File: src/rtl/alu4_seq_ctrl.sv
// Sequencing stage in front of the 4-bit ALU: valid/ready command intake, registered
// ALU drive, one settle cycle, then result capture into the accumulator and a held result port.
module alu4_seq_ctrl #(
   parameter int unsigned CNT_W = 8
) (
   input  logic             clk,
   input  logic             rst,
   input  logic             in_valid,
   output logic             in_ready,
   input  logic [3:0]       in_cmd,
   input  logic [3:0]       in_data,
   input  logic [3:0]       in_i3,
   output logic [3:0]       alu_a,
   output logic [3:0]       alu_b,
   output logic [3:0]       alu_i3,
   output logic [1:0]       alu_op,
   output logic             alu_add_sub,
   input  logic [3:0]       alu_f,
   input  logic             alu_zero,
   input  logic             alu_overflow,
   output logic             out_valid,
   input  logic             out_ready,
   output logic [3:0]       out_f,
   output logic             out_zero,
   output logic             out_ovf,
   output logic [3:0]       acc,
   output logic             sticky_ovf,
   output logic [CNT_W-1:0] op_count
);

   localparam int unsigned DW = 4;

   typedef enum logic [1:0] {IDLE, EXEC, RESP} state_t;

   state_t           state_q;
   logic             in_ready_q;
   logic             out_valid_q;
   logic [DW-1:0]    alu_a_q, alu_b_q, alu_i3_q;
   logic [1:0]       alu_op_q;
   logic             alu_add_sub_q;
   logic [DW-1:0]    out_f_q;
   logic             out_zero_q, out_ovf_q;
   logic [DW-1:0]    acc_q;
   logic             sticky_ovf_q;
   logic [CNT_W-1:0] op_count_q;

   always_ff @(posedge clk) begin
      if (rst) begin
         state_q       <= IDLE;
         in_ready_q    <= 1'b1;
         out_valid_q   <= 1'b0;
         alu_a_q       <= '0;
         alu_b_q       <= '0;
         alu_i3_q      <= '0;
         alu_op_q      <= '0;
         alu_add_sub_q <= 1'b0;
         out_f_q       <= '0;
         out_zero_q    <= 1'b0;
         out_ovf_q     <= 1'b0;
         acc_q         <= '0;
         sticky_ovf_q  <= 1'b0;
         op_count_q    <= '0;
      end else begin
         case (state_q)
            IDLE: begin
               if (in_valid) begin
                  in_ready_q <= 1'b0;
                  if (in_cmd[3]) begin
                     // LOAD and CLR answer directly without touching the ALU drive
                     out_valid_q <= 1'b1;
                     out_ovf_q   <= 1'b0;
                     state_q     <= RESP;
                     if (in_cmd[0]) begin
                        acc_q        <= '0;
                        sticky_ovf_q <= 1'b0;
                        out_f_q      <= '0;
                        out_zero_q   <= 1'b1;
                     end else begin
                        acc_q      <= in_data;
                        out_f_q    <= in_data;
                        out_zero_q <= (in_data == '0);
                     end
                  end else begin
                     alu_a_q       <= acc_q;
                     alu_b_q       <= in_data;
                     alu_i3_q      <= in_i3;
                     alu_op_q      <= in_cmd[1:0];
                     alu_add_sub_q <= in_cmd[2];
                     state_q       <= EXEC;
                  end
               end
            end
            EXEC: begin
               acc_q        <= alu_f;
               out_f_q      <= alu_f;
               out_zero_q   <= alu_zero;
               out_ovf_q    <= alu_overflow;
               sticky_ovf_q <= sticky_ovf_q | alu_overflow;
               if (op_count_q != '1) begin
                  op_count_q <= op_count_q + CNT_W'(1);
               end
               out_valid_q  <= 1'b1;
               state_q      <= RESP;
            end
            RESP: begin
               if (out_ready) begin
                  out_valid_q <= 1'b0;
                  in_ready_q  <= 1'b1;
                  state_q     <= IDLE;
               end
            end
            default: begin
               out_valid_q <= 1'b0;
               in_ready_q  <= 1'b1;
               state_q     <= IDLE;
            end
         endcase
      end
   end

   assign in_ready    = in_ready_q;
   assign out_valid   = out_valid_q;
   assign alu_a       = alu_a_q;
   assign alu_b       = alu_b_q;
   assign alu_i3      = alu_i3_q;
   assign alu_op      = alu_op_q;
   assign alu_add_sub = alu_add_sub_q;
   assign out_f       = out_f_q;
   assign out_zero    = out_zero_q;
   assign out_ovf     = out_ovf_q;
   assign acc         = acc_q;
   assign sticky_ovf  = sticky_ovf_q;
   assign op_count    = op_count_q;

endmodule

File: config.mk
export PLATFORM = sky130hd
export DESIGN_NAME = alu4_seq_ctrl
export DESIGN_NICKNAME = d
export VERILOG_FILES = /design/src/rtl/alu4_seq_ctrl.sv
export SDC_FILE = /design/constraint.sdc
export NUM_CORES = 1
export LEC_CHECK = 0
export ABC_AREA = 1
export ABC_CLOCK_PERIOD_IN_PS = 2390
export CAP_MARGIN = 20
export CORE_ASPECT_RATIO = 0.5
export CORE_UTILIZATION = 46
export CTS_CLUSTER_SIZE = 8
export DETAILED_ROUTE_END_ITERATION = 8
export PLACE_DENSITY = 0.84
export SYNTH_ARGS = -nofsm -noshare
export SYNTH_HDL_FRONTEND = slang
export SYNTH_SLANG_ARGS = --single-unit
File: constraint.sdc
create_clock -name clk -period 2.39 [get_ports clk]
set_clock_uncertainty 0.05 [all_clocks]
set_input_delay 0.717 -clock clk [delete_from_list [all_inputs] [get_ports clk]]
set_output_delay 0.717 -clock clk [all_outputs]
set_load 0.01 [all_outputs]
; After elaboration in Yosys (flattened, before gate mapping)
; Index checks and enable logic that the tools add are counted.
[op_classes]
add_sub_neg = 1
n_eq_ne = 7
muxes = 26
bitwise = 3
reduce_logical = 10
[op_table]
columns = operator, n
row1 = $mux 1, 13
row2 = $mux 4, 3
row3 = $reduce_and 3->1, 4
row4 = $add 8x1->8 const B, 1
row5 = $ne 2x2->1 const B, 4
row6 = $ne 8x8->1 const B, 1
row7 = $pmux 4 s2, 1
row8 = $mux 2, 3
row9 = $pmux 1 s2, 3
row10 = $pmux 1 s3, 2
row11 = $pmux 2 s3, 1
row12 = $logic_not 4->1, 1
row13 = $reduce_and 2->1, 2
row14 = $reduce_and 4->1, 1
row15 = $eq 2x1->1 const B, 1
row16 = $eq 2x2->1 const B, 1
row17 = $logic_not 2->1, 1
row18 = $not 1->1, 2
row19 = $reduce_bool 2->1, 1
row20 = $or 1x1->1, 1
[word_totals]
regBits = 34
input_bits = 22
out_inout_bits = 36
word_cells = 60

; Depth between registers and ports, before layout
[depth]
depth_word = 5
mapped_depth = 8
ltp_nobuf = 8

; Worst setup path after synthesis
; Ideal clock, no wire load.
[synth_timing]
path_kind = in2reg
start = input port rst
end = register alu_i3_q[1] (netlist: alu_i3[1])
setup_ps = 64
t_arrival_ps = 1284
t_required_ps = 2276
slack_ps = 992
path_stages = 5
n_path_buf = 2
path_cell_list = inv_1 > buf_2 > buf_2 > o21ai_0 > nor2_1
[synth_rtl]
columns = item, line_no
row1 = from (decl), 7  ; input logic rst,
row2 = to (signal assigned), 86  ; alu_i3_q <= in_i3;
row3 = to (decl), 38  ; logic [DW-1:0] alu_a_q, alu_b_q, alu_i3_q;

; Worst setup path in the final report
[layout_timing]
start = register op_count_q[1] (netlist: op_count[1])
end = output port op_count[1]
[layout_rtl]
columns = item, line_no
row1 = from (decl), 45  ; logic [CNT_W-1:0] op_count_q;
row2 = from (signal assigned), 100  ; op_count_q <= op_count_q + CNT_W'(1);
row3 = to (decl), 28  ; output logic [CNT_W-1:0] op_count
; No word-level cell between the ends.

==> results.toml <==
[pwr]
p_leak_nw = 0.872
power_density_mw_per_mm2 = 599
vdd_drop_max_v = 0.000368

[routing]
remaining_drc_errors = 0
postRouteWirelength_mm = 3.49
vias_per_cell = 5.04
dr.pass1.iters = 4
drt_iter0_drc = 25
vias = 1491
wl_per_cell_um = 11.8
final_antenna_net_count = 0

[logic_synthesis]
avgSynthCellArea_um2 = 7.49
yosysWarningCount = 0
synth_top_cell_by_area = "dfxtp_1"
synth_edf_count = 0
netlist_top_cells_count = "nor2_1 (45), dfxtp_1 (34), o21ai_0 (22)"
ys_seq_area_frac = 0.454
synthCells = 200
async_flop_share = 0
synthesis.area_mm2 = 0.00150
ys_ff_latch = 34
synth_area_leaders = "dfxtp_1 (45%), nor2_1 (11%), o21ai_0 (7.4%), a21oi_1 (7.0%), nand2_1 (4.8%)"
ys_types = 23
syn_nets = 223
yosysMostFrequentCell = "nor2_1"
postSynth.topFlopCell = "dfxtp_1"
synth_top_area_frac = 0.454

[floorplan]
die_w_um = 82.7
dieArea_mm2 = 0.00350
start_util = 0.491
die_h_um = 42.3
num_rows = 14
core-area_mm2 = 0.00305
io_pins = 58

[global_routing]
grt_pass1_wl_mm = 5.84
grt_util_met2 = 0.390
grt_max_degree = 21
use_met3 = 0.0587
grt_usage = 0.220
busiest_layer = "met2"
met1_usage = 0.266
overflow = 0
grt_pass1_vias = 1374
grt_antenna_before_repair = 0

[setup_path]
crit_slowest_cell = "clkdlybuf4s50_1"
crit_required_ps = 1620
worstSetupStartpointType = "flip-flop"
cpPeakStageDelay_ps = 560
path_cells = "clkdlybuf4s50_1"
path_max_fanout = 5
path_class = "reg2out"
path_buf_inv = 1
crit_arrival_ps = 1240
critPathTopFamily = "buffers and inverters"
endpoint_kind = "output pin"

[finish]
drive_above_1_share = 0.0938
diodes = 0
area_growth_pct = 44.5
postLayoutCellArea_mm2 = 0.00216
nNetsFinal = 278

[cts]
h-tree-depth = 2
cts.root.buffer_cell = "clkbuf_8"
cts_buffers = 5
cts_tree = "done"
cts.path.max_buffers = 2
cts_sinks = 34
postCtsSetupBuffers = 0
clk_latency_ps = 280
cts_hold_buffers = 0
clk_pin_slew_worst_paths_ps = 70
postCtsResizedCells = 0

[timing]
tightestPinTransition_ps = 557
fmax_ghz = 0.498
finalCriticalPeriod_ps = 2010
slew_headroom = 0.628
tns_ps = 0
rsz0062_at_grt = "no"
maxSlewViolCount = 0
setup_viol = 0
finalHoldViolCount = 0
fin_crit_sh = 0.840

[status]
status = "finished clean"

[placed_design]
port-buffer-count = 57
dpl-instance-area_mm2 = 0.00207
place.gp.congestion = 0.790
dp_hpwl_mm = 2.59

[hold_path]
min_path_type = "reg2reg"

[flow_run]
maxCapViolations = 0
## placed cells by master, fill, tap and decap left out, drive strengths merged
cell / netlist / final
dfxtp: 34 / 34
nor2: 49 / 49
clkbuf: 1 / 7
nor3: 2 / 2
clkinv: 0 / 1
buf: 10 / 2
nand3: 11 / 11
o21bai: 1 / 1
a21oi: 21 / 21
clkdlybuf4s50: 0 / 57
ha: 1 / 1
o21ai: 26 / 26
nand4: 2 / 2
inv: 19 / 19
nand2: 23 / 23
## cell families (layout without fill, tap and decap cells)
logic type      Yosys count  count (layout)  synth area share
fa+ha+maj                 1               1           0.00835
flops                    34              34             0.454
buf+inv                  30              86            0.0961
simple gates             87              87             0.269
compound gates           48              48             0.172
## flip-flops by register name (all words and copies together), names as in the netlist
| register | flops |
|---|---|
| op_count | 8 |
| acc | 4 |
| alu_a | 4 |
| alu_b | 4 |
| alu_i3 | 4 |
| alu_op | 2 |
| state_q | 2 |
| alu_add_sub | 1 |
| in_ready | 1 |
| out_ovf | 1 |
| out_valid | 1 |
| out_zero | 1 |
| sticky_ovf | 1 |
## per-layer routing
metal	wire length, um	up-vias
li1	-	753
met5	0	-
met4	24	0
met2	1720	35
met1	1600	698
met3	141	5
## path summary, 6_finish.rpt
kind,startpoint,to,slack [ps],depth (start not counted)
max,op_count[1],op_count[1],380,1
min,sticky_ovf,sticky_ovf,430,2
max reg2reg,state_q[1],alu_b[3],920,5
min reg2reg,sticky_ovf,sticky_ovf,430,2
## layout make-up
type | count | area (um^2)
Sequential cell | 34 | 681
Multi-Input combinational cell | 136 | 673
Inverter | 19 | 71.3
Timing Repair Buffer | 59 | 598
Clock inverter | 1 | 5.00
Tap cell | 40 | 50.0
Fill cell | 269 | 883
Clock buffer | 7 | 86.3
## worst min-delay path: stages (launching register included)
cell	delay, ps
dfxtp_1	320
nand2_1	60
a21oi_1	50
## report_power, final
part / internal [mW] / leakage (nW) / switching (mW)
clock network: 0.232 / 0.0482 / 0.196
logic: 0.131 / 0.545 / 0.109
registers: 0.602 / 0.278 / 0.0260
## through the flow
stage / instances / total power, mW / util / worst slack [ps] / hold slack, ps
2_1_floorplan: 200 / 0.756 / - / 992 / 436
3_3_place_gp: 288 / 0.874 / 0.680 / 260 / 412
3_5_place_dp: 288 / 0.880 / 0.680 / 192 / 427
4_1_cts: 296 / 1.30 / 0.710 / 371 / 436
5_1_grt: 296 / 1.36 / 0.710 / 291 / 457
6_report: 296 / 1.30 / 0.710 / 382 / 431
Note: power is estimated with default switching activity, not from simulation.
